$ cat src/rtl/instr_fetch_unit_pkg.sv
// Shared definitions for the instruction fetch front end and the control decoder.
package instr_fetch_unit_pkg;

   localparam int unsigned DEFAULT_ADDR_W   = 32;
   localparam logic [31:0] DEFAULT_RESET_PC = 32'h0000_0000;

   localparam int OPCODE_MSB = 31;
   localparam int OPCODE_LSB = 26;

   localparam logic [5:0] OP_RTYPE  = 6'b000000;
   localparam logic [5:0] OP_ADDI   = 6'b001000;
   localparam logic [5:0] OP_LW     = 6'b100011;
   localparam logic [5:0] OP_BR_EQ  = 6'b010101;
   localparam logic [5:0] OP_BR_NEQ = 6'b010100;
   localparam logic [5:0] OP_J      = 6'b000010;
   localparam logic [5:0] OP_JAL    = 6'b001111;

   typedef enum logic [1:0] {
      ST_IDLE = 2'd0,
      ST_REQ  = 2'd1,
      ST_HOLD = 2'd2
   } fetch_state_e;

   function automatic logic [5:0] get_opcode(input logic [31:0] word);
      return word[OPCODE_MSB:OPCODE_LSB];
   endfunction

endpackage

$ cat src/rtl/instr_fetch_unit_if.sv
// Bundle of memory handshake, redirect and decode-side signals of the fetch unit.
interface instr_fetch_unit_if
   import instr_fetch_unit_pkg::*;
#(
   parameter int unsigned ADDR_W = DEFAULT_ADDR_W
);

   logic              imem_req;
   logic [ADDR_W-1:0] imem_addr;
   logic              imem_ack;
   logic [31:0]       imem_rdata;
   logic              stall;
   logic              branch_taken;
   logic [ADDR_W-1:0] branch_target;
   logic              jump;
   logic [ADDR_W-1:0] jump_target;
   logic              instr_valid;
   logic [31:0]       instr;
   logic [5:0]        opcode;
   logic [ADDR_W-1:0] pc_out;
   logic [ADDR_W-1:0] pc_plus4;

   modport master (
      output imem_req, imem_addr, instr_valid, instr, opcode, pc_out, pc_plus4,
      input  imem_ack, imem_rdata, stall, branch_taken, branch_target, jump, jump_target
   );

   modport slave (
      input  imem_req, imem_addr, instr_valid, instr, opcode, pc_out, pc_plus4,
      output imem_ack, imem_rdata, stall, branch_taken, branch_target, jump, jump_target
   );

endinterface

$ cat src/rtl/instr_fetch_unit_pc_next_sel.sv
// Next-PC selection: jump over branch over sequential, redirect targets word aligned.
module pc_next_sel #(
   parameter int unsigned ADDR_W = 32
) (
   input  logic [ADDR_W-1:0] pc,
   input  logic              jump,
   input  logic [ADDR_W-1:0] jump_target,
   input  logic              branch_taken,
   input  logic [ADDR_W-1:0] branch_target,
   output logic [ADDR_W-1:0] next_pc,
   output logic              redirect
);

   localparam logic [ADDR_W-1:0] ALIGN_MASK = ~ADDR_W'(3);

   // Priority mux; the sequential path wraps naturally at the address width.
   always_comb begin
      redirect = jump | branch_taken;
      if (jump) begin
         next_pc = jump_target & ALIGN_MASK;
      end else if (branch_taken) begin
         next_pc = branch_target & ALIGN_MASK;
      end else begin
         next_pc = pc + ADDR_W'(4);
      end
   end

endmodule

$ cat src/rtl/instr_fetch_unit.sv
// Instruction fetch front end: owns the PC, fetches over req/ack and holds each
// instruction until the downstream stage takes it.
module instr_fetch_unit
   import instr_fetch_unit_pkg::*;
#(
   parameter int unsigned       ADDR_W   = DEFAULT_ADDR_W,
   parameter logic [ADDR_W-1:0] RESET_PC = ADDR_W'(DEFAULT_RESET_PC)
) (
   input logic               clk,
   input logic               rst_n,
   instr_fetch_unit_if.master bus
);

   fetch_state_e      state_q, state_d;
   logic [ADDR_W-1:0] pc_q, pc_d;
   logic [ADDR_W-1:0] pc_pending_q, pc_pending_d;
   logic              kill_q, kill_d;
   logic              drop_q, drop_d;
   logic [31:0]       instr_q, instr_d;
   logic [ADDR_W-1:0] pc_out_q, pc_out_d;
   logic [ADDR_W-1:0] pc_plus4_q, pc_plus4_d;
   logic              valid_q, valid_d;
   logic              imem_req_c;
   logic [ADDR_W-1:0] next_pc;
   logic              redirect;

   pc_next_sel #(.ADDR_W(ADDR_W)) u_pc_next_sel (
      .pc            (pc_q),
      .jump          (bus.jump),
      .jump_target   (bus.jump_target),
      .branch_taken  (bus.branch_taken),
      .branch_target (bus.branch_target),
      .next_pc       (next_pc),
      .redirect      (redirect)
   );

   // Fetch sequencing; a redirect during an open handshake is deferred via kill/pending.
   always_comb begin
      state_d      = state_q;
      pc_d         = pc_q;
      pc_pending_d = pc_pending_q;
      kill_d       = kill_q;
      drop_d       = 1'b0;
      instr_d      = instr_q;
      pc_out_d     = pc_out_q;
      pc_plus4_d   = pc_plus4_q;
      valid_d      = valid_q;
      imem_req_c   = 1'b0;
      unique case (state_q)
         ST_IDLE: begin
            state_d = ST_REQ;
         end
         ST_REQ: begin
            if (drop_q) begin
               if (redirect) begin
                  pc_d = next_pc;
               end
            end else begin
               imem_req_c = 1'b1;
               if (bus.imem_ack) begin
                  if (kill_q) begin
                     kill_d = 1'b0;
                     pc_d   = redirect ? next_pc : pc_pending_q;
                  end else if (redirect) begin
                     pc_d   = next_pc;
                     drop_d = 1'b1;
                  end else begin
                     instr_d    = bus.imem_rdata;
                     pc_out_d   = pc_q;
                     pc_plus4_d = pc_q + ADDR_W'(4);
                     valid_d    = 1'b1;
                     state_d    = ST_HOLD;
                  end
               end else if (redirect) begin
                  kill_d       = 1'b1;
                  pc_pending_d = next_pc;
               end
            end
         end
         ST_HOLD: begin
            if (redirect || !bus.stall) begin
               pc_d    = next_pc;
               valid_d = 1'b0;
               state_d = ST_REQ;
            end
         end
         default: begin
            state_d = ST_IDLE;
         end
      endcase
   end

   // State and datapath registers with synchronous active-low reset.
   always_ff @(posedge clk) begin
      if (!rst_n) begin
         state_q      <= ST_IDLE;
         pc_q         <= RESET_PC;
         pc_pending_q <= RESET_PC;
         kill_q       <= 1'b0;
         drop_q       <= 1'b0;
         instr_q      <= 32'h0;
         pc_out_q     <= RESET_PC;
         pc_plus4_q   <= RESET_PC + ADDR_W'(4);
         valid_q      <= 1'b0;
      end else begin
         state_q      <= state_d;
         pc_q         <= pc_d;
         pc_pending_q <= pc_pending_d;
         kill_q       <= kill_d;
         drop_q       <= drop_d;
         instr_q      <= instr_d;
         pc_out_q     <= pc_out_d;
         pc_plus4_q   <= pc_plus4_d;
         valid_q      <= valid_d;
      end
   end

   assign bus.imem_req    = imem_req_c;
   assign bus.imem_addr   = pc_q;
   assign bus.instr_valid = valid_q;
   assign bus.instr       = instr_q;
   assign bus.opcode      = get_opcode(instr_q);
   assign bus.pc_out      = pc_out_q;
   assign bus.pc_plus4    = pc_plus4_q;

endmodule

$ cat src/flat_wrapper.sv
// flat-port wrapper written by rule: the top's interface ports become plain ports
module instr_fetch_unit_flat import instr_fetch_unit_pkg::*;
#(
   parameter int unsigned       ADDR_W   = DEFAULT_ADDR_W,
   parameter logic [ADDR_W-1:0] RESET_PC = ADDR_W'(DEFAULT_RESET_PC)
)
  (clk, rst_n, bus_imem_req, bus_imem_addr, bus_instr_valid, bus_instr, bus_opcode, bus_pc_out, bus_pc_plus4, bus_imem_ack, bus_imem_rdata, bus_stall, bus_branch_taken, bus_branch_target, bus_jump, bus_jump_target);
  instr_fetch_unit_if #(.ADDR_W(ADDR_W)) bus_i ();
  input logic clk;
  input logic rst_n;
  output wire logic [$bits(bus_i.imem_req)-1:0] bus_imem_req;
  output wire logic [$bits(bus_i.imem_addr)-1:0] bus_imem_addr;
  output wire logic [$bits(bus_i.instr_valid)-1:0] bus_instr_valid;
  output wire logic [$bits(bus_i.instr)-1:0] bus_instr;
  output wire logic [$bits(bus_i.opcode)-1:0] bus_opcode;
  output wire logic [$bits(bus_i.pc_out)-1:0] bus_pc_out;
  output wire logic [$bits(bus_i.pc_plus4)-1:0] bus_pc_plus4;
  input wire logic [$bits(bus_i.imem_ack)-1:0] bus_imem_ack;
  input wire logic [$bits(bus_i.imem_rdata)-1:0] bus_imem_rdata;
  input wire logic [$bits(bus_i.stall)-1:0] bus_stall;
  input wire logic [$bits(bus_i.branch_taken)-1:0] bus_branch_taken;
  input wire logic [$bits(bus_i.branch_target)-1:0] bus_branch_target;
  input wire logic [$bits(bus_i.jump)-1:0] bus_jump;
  input wire logic [$bits(bus_i.jump_target)-1:0] bus_jump_target;
  assign bus_imem_req = bus_i.imem_req;
  assign bus_imem_addr = bus_i.imem_addr;
  assign bus_instr_valid = bus_i.instr_valid;
  assign bus_instr = bus_i.instr;
  assign bus_opcode = bus_i.opcode;
  assign bus_pc_out = bus_i.pc_out;
  assign bus_pc_plus4 = bus_i.pc_plus4;
  assign bus_i.imem_ack = bus_imem_ack;
  assign bus_i.imem_rdata = bus_imem_rdata;
  assign bus_i.stall = bus_stall;
  assign bus_i.branch_taken = bus_branch_taken;
  assign bus_i.branch_target = bus_branch_target;
  assign bus_i.jump = bus_jump;
  assign bus_i.jump_target = bus_jump_target;
  instr_fetch_unit #(.ADDR_W(ADDR_W), .RESET_PC(RESET_PC)) u_core (.clk(clk), .rst_n(rst_n), .bus(bus_i));
endmodule
$ cat config.mk
export PLATFORM = sky130hd
export DESIGN_NAME = instr_fetch_unit_flat
export DESIGN_NICKNAME = d
export VERILOG_FILES = /design/src/rtl/instr_fetch_unit_pkg.sv /design/src/rtl/instr_fetch_unit_if.sv /design/src/rtl/instr_fetch_unit_pc_next_sel.sv /design/src/rtl/instr_fetch_unit.sv /design/src/flat_wrapper.sv
export SDC_FILE = /design/constraint.sdc
export NUM_CORES = 1
export LEC_CHECK = 0
export ABC_AREA = 1
export CAP_MARGIN = 20
export CORE_MARGIN = 2
export CORE_UTILIZATION = 35
export CTS_CLUSTER_SIZE = 25
export DETAILED_ROUTE_END_ITERATION = 8
export PLACE_DENSITY_LB_ADDON = 0.3
export SKIP_LAST_GASP = 1
export SYNTH_ARGS = -nofsm -noshare
export SYNTH_HDL_FRONTEND = slang
export SYNTH_SLANG_ARGS = --single-unit
$ cat constraint.sdc
create_clock -name clk -period 4 [get_ports clk]
set_input_delay 0.8 -clock clk [delete_from_list [all_inputs] [get_ports clk]]
set_output_delay 0.8 -clock clk [all_outputs]
set_load 0.01 [all_outputs]
==> qor.yml <==
post_cts.repair.setup_buffers: 0
gp_routability_congestion: 0.921
critical_path.cell_chain: "inv_1 > ha_1 > nand2_1 > inv_2 > clkdlybuf4s50_1"
critical_path_source_type: "flip-flop"
wl_per_cell_um: 17.4
final.period_utilization: 0.662
detailedRoute.firstIterationViolations: 910
total_global_routing_track_utilization: 0.238
clock_skew_ns: 0.00881
dp_slack_ns: 1.02
data_required_time_at_the_worst_endpoint_ns: 3.20
die_y_um: 156
ys_seq_elements: 163
insertion_delay_ns: 0.44
finalInstanceArea_um2: 11100
crit_arrival_ns: 1.85
run_status: "complete, no violations"
total_inserted_antenna_cells: 0
floorplan.initialDensity: 0.357
grt_start_max_net_pins: 126
max-slew-margin-rel: 0.371
synth_largest_type_area_fraction: 0.404
syn_area_um2: 8080
cts_root_buf: "clkbuf_16"
numPlacedInstances: 1649
htreeDepth: 4
fp-row-count: 55
synthTopCellsByArea: "dfxtp_1 (40%), nand2_1 (10%), nor2_1 (9.1%)"
synth_warnings: 0
route.antenna.remaining_nets: 0
synth.distinct_cells: 36
grt_pass1_vias: 7890
synthDominantAreaCellType: "dfxtp_1"
post_cts_resize_count: 0
drcViolationCount: 0
grt_pass1_wl_um: 44800
finalCoreUtilization: 0.490
cts-root-to-sink-buffers: 2
timing.critical_path.slowest_stage_cell: "clkdlybuf4s50_1"
synth_edf_count: 0
holdBufCountCts: 0
drt-pass1-iter-count: 5
period_needed_ns: 2.65
die_area_um2: 24300
fmaxAchievable_mhz: 378
synthCells: 1194
gr-total-overflow: 0
tritoncts.num_buffers: 17
whs_ns: 0.443
clkSlewWorstSetupHoldPaths_ns: 0.06
worst_slack_ns: 1.35
vias_per_cell: 5.16
dp_hpwl_um: 21100
rsz0062_at_grt: "false"
fin_setup_tns_ns: 0
hold_path.class: "reg2reg"
flow.area_growth_from_synthesis_pct: 37.3
peakVddDrop_uv: 267
final_cells: 1679
setup-violations-final: 0
cap_violations: 0
timing_worst_setup_path_type: "reg2out"
chipWidth_um: 156
core_area_um2: 22600
yosys.cell_count.top_type: "nand2_1"
yosys_most_used_dff: "dfxtp_1"
cellLeakagePower_nw: 4.68
tritoncts: "done"
syn_avg_cell_area_um2: 6.77
critical_path.endpoint_type: "output pin"
cts.sinks: 163
via_count: 8669
post_route_cells_drive_above_1_share: 0.0545
final-max-slew-violation-count: 0
post_synth_net_total: 1300
worst-slew-pin-transition_ns: 0.942
synth.cells.most_frequent: "nand2_1 (221), nor2_1 (196), dfxtp_1 (163)"
final_hold_viol_count: 0
nets: 1489
io_pins: 238
worst_path_largest_cell_delay_ns: 0.54
power_per_cell_area_nw_per_um2: 565
port_buffers: 233
synth_sequential_area_ratio: 0.404
postRouteWirelength_um: 29300
placed_cell_area_um2: 10500
antenna_found_initial: 0
async_flop_share: 0
timing.critical_path.fanout_max: 6
finalPower_mw: 6.27
==> sequential cells by signal, summed over array words and instances, names as in the netlist <==
signal                  count
u_core.drop_q               1
u_core.pc_pending_q        32
u_core.bus.instr           32
u_core.state_q              2
u_core.bus.imem_addr       32
u_core.kill_q               1
u_core.bus.instr_valid      1
u_core.bus.pc_out          30
u_core.bus.pc_plus4        32
==> final timing paths <==
path / startpoint / slack (ns) / endpoint / depth (start not counted)
worst max-delay path: u_core.state_q[1]$_SDFFE_PN0P_ / 1.35 / bus_imem_req / 5
worst min-delay path: u_core.bus.instr_valid$_SDFFE_PN0P_ / 0.44 / u_core.bus.instr_valid$_SDFFE_PN0P_ / 2
worst max register to register: u_core.state_q[1]$_SDFFE_PN0P_ / 1.62 / u_core.bus.imem_addr[15]$_SDFFE_PN0P_ / 12
worst min register to register: u_core.bus.instr_valid$_SDFFE_PN0P_ / 0.44 / u_core.bus.instr_valid$_SDFFE_PN0P_ / 2
==> critical path: cells and delay by family (launching register included) <==
kind | cells | cell delay [ns]
buffers and inverters | 3 | 0.72
adder cells (fa/ha/maj) | 1 | 0.27
AND/OR/NAND/NOR | 1 | 0.12
flip-flops | 1 | 0.31
==> cell usage in the layout (no fill, tap or decap), types with 17 or more instances in the layout <==
cell type and n:
nand3_1 63, o211ai_1 19, a21oi_1 74, clkbuf_16 17, nand2_1 221, o21a_1 18
dfxtp_1 163, clkdlybuf4s50_1 231, nor2_1 195, o21ai_1 17, o21ai_0 141, inv_1 110
==> metal layers <==
metal,routed length [µm],track usage,vias to the layer above
met5,0,0,-
met4,881,0.0843,0
met3,2130,0.0439,52
met2,13700,0.390,373
met1,12600,0.313,4002
li1,-,-,4242
==> power by group <==
part / internal (mW) / total [mW] / switching (mW)
Clock: 0.943 / 1.62 / 0.679
Combinational: 0.922 / 2.26 / 1.34
Sequential: 1.92 / 2.38 / 0.463
==> cell families (layout without fill, tap and decap cells) <==
kind of cell               count (synthesis)  count (layout)  synth area share
adders and majority gates                  4               4           0.00620
DFF                                      163             163             0.404
AOI/OAI and AO/OA                        296             296             0.202
buffers and inverters                    194             394            0.0996
and+or+nand+nor                          527             527             0.278
xor gates and xnor gates                  10              10            0.0108
==> final cells by class <==
type / instances / area, µm²
Sequential cell: 163 / 3260
Clock buffer: 21 / 460
Clock inverter: 9 / 108
Inverter: 119 / 449
Tap cell: 285 / 357
Multi-Input combinational cell: 837 / 4010
Timing Repair Buffer: 245 / 2440
Fill cell: 2215 / 11500
(Power assumes the default switching activity.)
